`src/rtl/defs_escrita.sv`:
```
// ============================================================================
// Module      : defs_escrita (package)
// Description : Shared source-select codes, write-back FSM state encodings
//               and default widths for the unidade_escrita write-back stage.
// Revision    : 1.0 - initial release
// ============================================================================
`default_nettype none

package defs_escrita;

  localparam int LARGURA_DADOS_PADRAO = 32;
  localparam int LARGURA_END_PADRAO   = 6;
  localparam int TIMEOUT_PADRAO       = 255;
  localparam int LARGURA_CONTADOR     = 8;

  localparam logic [1:0] FONTE_ULA      = 2'b00;
  localparam logic [1:0] FONTE_MEM      = 2'b01;
  localparam logic [1:0] FONTE_PC1      = 2'b10;
  localparam logic [1:0] FONTE_IMEDIATO = 2'b11;

  localparam logic [1:0] OCIOSO     = 2'd0;
  localparam logic [1:0] ESPERA_MEM = 2'd1;
  localparam logic [1:0] ESCREVE    = 2'd2;

endpackage

`default_nettype wire

```
`src/rtl/temporizador_espera.sv`:
```
// ============================================================================
// Module      : temporizador_espera
// Description : 8-bit load-wait counter with clear/enable; limite flags the
//               last permitted waiting cycle (count == LIMITE-1).
// Revision    : 1.0 - initial release
// ============================================================================
`default_nettype none

module temporizador_espera
  import defs_escrita::*;
#(
  parameter int LIMITE = TIMEOUT_PADRAO
) (
  input  logic clock,
  input  logic reset_n,
  input  logic limpa,
  input  logic habilita,
  output logic limite
);

  // Cycle k of the wait sees count k-1, so the LIMITE-th cycle sees LIMITE-1.
  localparam logic [LARGURA_CONTADOR-1:0] c_ULTIMO = LARGURA_CONTADOR'(LIMITE - 1);

  logic [LARGURA_CONTADOR-1:0] r_contagem;

  always_ff @(posedge clock or negedge reset_n) begin
    if (!reset_n) begin
      r_contagem <= '0;
    end else if (limpa) begin
      r_contagem <= '0;
    end else if (habilita) begin
      r_contagem <= r_contagem + LARGURA_CONTADOR'(1);
    end
  end

  assign limite = (r_contagem == c_ULTIMO);

endmodule

`default_nettype wire

```
`src/rtl/unidade_escrita.sv`:
```
// ============================================================================
// Module      : unidade_escrita
// Description : Write-back stage driving the register-file write port; ALU,
//               load, PC+1 or immediate source, load timeout, no r0 writes.
//               Optional forwarding outputs: define UNIDADE_ESCRITA_FWD_EN.
// Revision    : 1.0 - initial release
// ============================================================================
`default_nettype none

module unidade_escrita
  import defs_escrita::*;
#(
  parameter int LARGURA_DADOS  = LARGURA_DADOS_PADRAO,
  parameter int LARGURA_END    = LARGURA_END_PADRAO,
  parameter int TIMEOUT_CICLOS = TIMEOUT_PADRAO
) (
  input  logic                     clock,
  input  logic                     reset_n,
  input  logic                     in_valid,
  output logic                     in_ready,
  input  logic [1:0]               in_fonte,
  input  logic                     in_escreve,
  input  logic [LARGURA_END-1:0]   in_end,
  input  logic [LARGURA_DADOS-1:0] in_ula,
  input  logic [LARGURA_DADOS-1:0] in_pc,
  input  logic [LARGURA_DADOS-1:0] in_imediato,
  output logic                     mem_req,
  output logic [LARGURA_DADOS-1:0] mem_endereco,
  input  logic                     mem_valid,
  input  logic [LARGURA_DADOS-1:0] mem_dados,
  output logic [LARGURA_END-1:0]   end_escrita,
  output logic [LARGURA_DADOS-1:0] dados_escrita,
  output logic                     EscreveReg,
  output logic                     erro_mem,
  output logic                     fwd_valid,
  output logic                     fwd_pendente,
  output logic [LARGURA_END-1:0]   fwd_end,
  output logic [LARGURA_DADOS-1:0] fwd_dados
);

  logic [1:0]               r_estado;
  logic [1:0]               w_prox_estado;
  logic                     w_in_ready;
  logic                     w_escreve_reg;
  logic                     w_em_espera;
  logic                     w_conta;
  logic                     w_estouro;
  logic                     w_limite;
  logic                     w_aceita;
  logic                     w_aceita_mem;
  logic [LARGURA_DADOS-1:0] w_resultado;

  logic [LARGURA_END-1:0]   r_end;
  logic [LARGURA_DADOS-1:0] r_dados;
  logic                     r_escreve;
  logic                     r_mem_req;
  logic [LARGURA_DADOS-1:0] r_mem_endereco;
  logic                     r_erro_mem;

  assign w_aceita     = in_valid && w_in_ready;
  assign w_aceita_mem = w_aceita && (in_fonte == FONTE_MEM);

  temporizador_espera #(
    .LIMITE (TIMEOUT_CICLOS)
  ) u_temporizador (
    .clock    (clock),
    .reset_n  (reset_n),
    .limpa    (w_aceita_mem),
    .habilita (w_conta),
    .limite   (w_limite)
  );

  always_ff @(posedge clock or negedge reset_n) begin
    if (!reset_n) begin
      r_estado <= OCIOSO;
    end else begin
      r_estado <= w_prox_estado;
    end
  end

  always_comb begin
    w_prox_estado = r_estado;
    case (r_estado)
      OCIOSO, ESCREVE: begin
        if (w_aceita) begin
          w_prox_estado = (in_fonte == FONTE_MEM) ? ESPERA_MEM : ESCREVE;
        end else begin
          w_prox_estado = OCIOSO;
        end
      end
      ESPERA_MEM: begin
        // Data arriving on the limit cycle takes priority over the timeout.
        if (mem_valid) begin
          w_prox_estado = ESCREVE;
        end else if (w_limite) begin
          w_prox_estado = OCIOSO;
        end
      end
      default: w_prox_estado = OCIOSO;
    endcase
  end

  always_comb begin
    w_em_espera   = (r_estado == ESPERA_MEM);
    w_in_ready    = !w_em_espera;
    w_escreve_reg = (r_estado == ESCREVE) && r_escreve && (r_end != '0);
    w_conta       = w_em_espera && !mem_valid;
    w_estouro     = w_conta && w_limite;
  end

  always_comb begin
    w_resultado = in_ula;
    case (in_fonte)
      FONTE_ULA, FONTE_MEM: w_resultado = in_ula;
      FONTE_PC1:            w_resultado = in_pc + LARGURA_DADOS'(1);
      FONTE_IMEDIATO:       w_resultado = in_imediato;
      default:              w_resultado = in_ula;
    endcase
  end

  always_ff @(posedge clock or negedge reset_n) begin
    if (!reset_n) begin
      r_end          <= '0;
      r_dados        <= '0;
      r_escreve      <= 1'b0;
      r_mem_req      <= 1'b0;
      r_mem_endereco <= '0;
      r_erro_mem     <= 1'b0;
    end else begin
      r_mem_req <= w_aceita_mem;
      if (w_aceita_mem) begin
        r_mem_endereco <= in_ula;
        r_end          <= in_end;
        r_escreve      <= in_escreve;
      end else if (w_aceita) begin
        r_dados   <= w_resultado;
        r_end     <= in_end;
        r_escreve <= in_escreve;
      end else if (w_em_espera && mem_valid) begin
        r_dados <= mem_dados;
      end
      if (w_estouro) begin
        r_erro_mem <= 1'b1;
      end
    end
  end

  assign in_ready      = w_in_ready;
  assign mem_req       = r_mem_req;
  assign mem_endereco  = r_mem_endereco;
  assign end_escrita   = r_end;
  assign dados_escrita = r_dados;
  assign EscreveReg    = w_escreve_reg;
  assign erro_mem      = r_erro_mem;

`ifdef UNIDADE_ESCRITA_FWD_EN
  // r_end holds the pending destination while a load is outstanding.
  assign fwd_valid    = w_escreve_reg;
  assign fwd_pendente = w_em_espera && r_escreve && (r_end != '0);
  assign fwd_end      = r_end;
  assign fwd_dados    = r_dados;
`else
  assign fwd_valid    = 1'b0;
  assign fwd_pendente = 1'b0;
  assign fwd_end      = '0;
  assign fwd_dados    = '0;
`endif

endmodule

`default_nettype wire

```
`config.mk`:
```
export PLATFORM = sky130hd
export DESIGN_NAME = unidade_escrita
export DESIGN_NICKNAME = d
export VERILOG_FILES = /design/src/rtl/defs_escrita.sv /design/src/rtl/temporizador_espera.sv /design/src/rtl/unidade_escrita.sv
export SDC_FILE = /design/constraint.sdc
export NUM_CORES = 1
export LEC_CHECK = 0
export BUFFER_PORTS_ARGS = -buffer_cell sky130_fd_sc_hd__buf_2
export CAP_MARGIN = 10
export CORE_UTILIZATION = 47
export CTS_BUF_LIST = sky130_fd_sc_hd__clkbuf_8
export DETAILED_ROUTE_END_ITERATION = 10
export GPL_ROUTABILITY_DRIVEN = 1
export GPL_TIMING_DRIVEN = 0
export PLACE_DENSITY_LB_ADDON = 0.15
export SLEW_MARGIN = 30
export SYNTH_ARGS = -nofsm -noshare
export SYNTH_HDL_FRONTEND = slang
export SYNTH_SLANG_ARGS = --single-unit
```
`constraint.sdc`:
```
create_clock -name clock -period 2.3 [get_ports clock]
set_input_delay 0.115 -clock clock [delete_from_list [all_inputs] [get_ports clock]]
set_output_delay 0.115 -clock clock [all_outputs]
set_load 0.01 [all_outputs]
```
==> impl_metrics.env <==
export IMPL_yosys_area_share_adder_pct=0.7543
export IMPL_ir_drop_mv=0.2863
export IMPL_overflow=0
export IMPL_p_sw_share_pct=32.65
export IMPL_die_w_um=104.9
export IMPL_grt_usage_pct=31.14
export IMPL_synth_top_family_by_area="simple AND/OR/NAND/NOR gates"
export IMPL_clockRootBuffer="clkbuf_8"
export IMPL_cts_tree="yes"
export IMPL_cts_reportedPaths_clkPinSlew_ns=0.09
export IMPL_worstSetupEndpointType="flop"
export IMPL_dieArea_mm2=0.01100
export IMPL_drt_vias_per_instance=5.298
export IMPL_synth_simple_area_share_pct=27.18
export IMPL_cpPeakStageDelay_ns=0.45
export IMPL_num_vias=5441
export IMPL_first_global_vias=5355
export IMPL_start_util_pct=48.42
export IMPL_synth_top_cell_by_area="dfrtp_1"
export IMPL_dp_hpwl_mm=12.89
export IMPL_pwr_share_comb_pct=30.6
export IMPL_postRouteAntennaNets=0
export IMPL_seq_power_share_pct=43.6
export IMPL_cts_buffers=9
export IMPL_clock_fmax_mhz=468.8
export IMPL_relSlewSlack_pct=57.79
export IMPL_post_synth_top_area_fraction_pct=41.74
export IMPL_antenna_found_initial=0
export IMPL_path_max_fanout=10
export IMPL_hp_class="input port to flop"
export IMPL_ctsLongestPathBuffers=2
export IMPL_yosysWarnings=0
export IMPL_syn_mean_instance_area_um2=8.506
export IMPL_grt_pass1_wl_mm=26.65
export IMPL_ys_flop_type="dfrtp_1"
export IMPL_synth_distinct_cells=59
export IMPL_async_flop_share_pct=100.0
export IMPL_slowest_stage="dfrtp_2"
export IMPL_clock_sinks=83
export IMPL_netlist_instances=585
export IMPL_p_leak_nw=3.573
export IMPL_yosys_register_bits=83
export IMPL_gp_congestion=0.9050
export IMPL_synth_seq_area_share_pct=41.74
export IMPL_post_cts_buffers=0
export IMPL_finalCritPeriodShare_pct=92.75
export IMPL_drcViolationCount=0
export IMPL_p_clk_share_pct=25.8
export IMPL_fin_nets=1032
export IMPL_crit_family="buffers and inverters"
export IMPL_num_antenna_cells=0
export IMPL_status="complete, no violations"
export IMPL_arrival_ns=2.36
export IMPL_h_tree_depth=3
export IMPL_io_buffers=214
export IMPL_slew_violations=0
export IMPL_clk_latency_ns=0.35
export IMPL_required_ns=2.52
export IMPL_cp_cell_sequence="nand2b_1, clkbuf_4, and2_1, clkbuf_4, clkbuf_4, clkbuf_4, a222oi_1, o31ai_1"
export IMPL_first_pass_iters=5
export IMPL_grt_max_degree=57
export IMPL_synth_edf_count=0
export IMPL_max_cap_violations=0
export IMPL_die_y_um=104.9
export IMPL_wl_per_cell_um=16.29
export IMPL_whs_ns=0.01060
export IMPL_synth_xor_area_share_pct=5.632
export IMPL_hold_violations=0
export IMPL_rsz0062_at_grt="false"
export IMPL_ios=255
export IMPL_synth_compound_area_share_pct=15.04
export IMPL_syn2layout_area_growth_pct=41.01
export IMPL_crit_path_start_kind="flop"
export IMPL_clock_skew_ns=0.008073
export IMPL_synth_area_mm2=0.004976
export IMPL_synthMuxAreaShare_pct=0.4023
export IMPL_drive_above_1_share_pct=33.56
export IMPL_rows=37
export IMPL_power_switching_mw=1.395
export IMPL_crit_buf_inv=4
export IMPL_critPathKind="flop to flop"
export IMPL_crit_top_cell="clkbuf_4"
export IMPL_final_util_pct=68.27
export IMPL_drt_iter0_markers=326
export IMPL_worst_slew_pin_slew_ns=0.6308
export IMPL_p_int_mw=2.878
export IMPL_power_density_mw_per_mm2=609.0
export IMPL_synthTopCellsByArea="dfrtp_1 (42%), nand2_1 (13%), buf_4 (6.0%)"
export IMPL_finalWorstPathRequiredPeriod_ns=2.133
export IMPL_core_area_mm2=0.01028
export IMPL_final_setup_viol_count=0
export IMPL_wl_mm=16.73
cells in the final DEF (no fill, tap or decap), drive strengths merged, types with 3 or more instances in the layout:
cell type,Yosys,layout
clkbuf,19,33
and3,5,5
a21boi,3,3
dlygate4sd3,0,38
xnor2,11,11
nand2,167,167
a221oi,20,20
or2,3,3
nand4,15,15
o31ai,3,3
nand3,17,17
a31oi,8,8
o311ai,16,16
or3,17,17
nor2,29,29
o21ai,20,20
o211ai,3,3
a21oi,9,9
o32ai,4,4
nor4,5,5
nand2b,4,4
dfrtp,83,83
ha,3,3
xor2,21,21
nor3,11,11
inv,7,9
buf,52,262
conb,1,40
o22ai,3,3
repair_timing:
action | 4_1_cts | 5_1_grt
hold endpoints to repair | 120 | 0
setup endpoints to repair | 12 | 43
hold buffers | 38 | 0
pin swaps | 0 | 0
resized for setup | 3 | 13
cell usage after synthesis (3+ instances only):
master    instances
nand2_1         167
dfrtp_1          83
buf_4            40
nor2_1           29
xor2_1           21
a221oi_1         20
clkbuf_1         19
nand3_1          17
or3_1            17
o311ai_1         15
nand4_1          13
buf_2            11
xnor2_1          11
nor3_1           10
o21ai_0          10
o21ai_1          10
a21oi_1           8
a31oi_1           8
and3_1            5
inv_1             5
nand2b_1          4
o32ai_1           4
a21boi_0          3
ha_1              3
o211ai_1          3
o22ai_1           3
o31ai_1           3
power groups by stage:
stage | clock network, mW | logic [mW] | registers [mW]
2_1_floorplan | 0 | 0.529 | 1.99
3_3_place_gp | 0 | 1.20 | 1.88
3_5_place_dp | 0 | 1.24 | 1.88
4_1_cts | 1.12 | 1.29 | 1.86
5_1_grt | 1.18 | 1.43 | 1.89
6_report | 1.10 | 1.31 | 1.86
worst register-to-register path, stage by stage (launching register included):
cell and delay [ns]:
dfrtp_2 0.45, nand2b_1 0.15, clkbuf_4 0.20, and2_1 0.20, clkbuf_4 0.19, clkbuf_4 0.21, clkbuf_4 0.21, a222oi_1 0.27
o31ai_1 0.12
metrics by stage:
stage / setup slack (ns) / cells / area (um2) / TNS (ns) / total power [mW]
2_1_floorplan: 0.4737 / 624 / 5122 / 0 / 2.517
3_3_place_gp: -0.02615 / 974 / 6364 / -0.1639 / 3.079
3_5_place_dp: -0.03120 / 975 / 6397 / -0.2105 / 3.120
4_1_cts: 0.02040 / 1027 / 6994 / 0 / 4.269
5_1_grt: 0.03934 / 1027 / 7017 / 0 / 4.502
6_report: 0.1667 / 1027 / 7017 / 0 / 4.273
area by class of cell:
cell class / instances / area [um2]
timing repair buffer: 253 / 1485
multi-input combinational: 463 / 2614
clock inverter: 5 / 72.57
buffer: 71 / 446.7
clock buffer: 9 / 123.9
fill: 906 / 3261
tap: 136 / 170.2
sequential: 83 / 2078
inverter: 7 / 26.28
logic make-up after synthesis:
family                   Yosys count
multiplexers                       2
flip-flops                        83
AND/OR/NAND/NOR                  285
AO/OA/AOI/OAI                    101
other                              1
adder cells (fa/ha/maj)            3
buffers and inverters             78
XOR/XNOR                          32
final timing paths:
kind,slack (ns),cells past startpoint,endpoint,startpoint
max,0.17,8,dados_escrita[5],r_estado[1]
min in group asynchronous,0.20,2,mem_endereco[27],reset_n
min reg2reg,0.47,2,mem_endereco[23],mem_endereco[23]
max in group asynchronous,1.53,3,r_estado[1],reset_n
min,0.01,3,dados_escrita[0],mem_dados[0]
max reg2reg,0.17,8,dados_escrita[5],r_estado[1]
state kept, by name (all words and copies together) (netlist names):
name,count
dados_escrita,32
erro_mem,1
mem_endereco,32
r_escreve,1
end_escrita,6
u_temporizador.r_contagem,8
mem_req,1
r_estado,2
layer usage:
metal	wire, um	track usage [%]	vias to the layer above
met5	0	0	-
met1	7024	40.48	2537
met3	1125	4.803	48
met2	7990	51.37	272
li1	-	-	2584
met4	589	13.78	0
(Power assumes the default switching activity.)
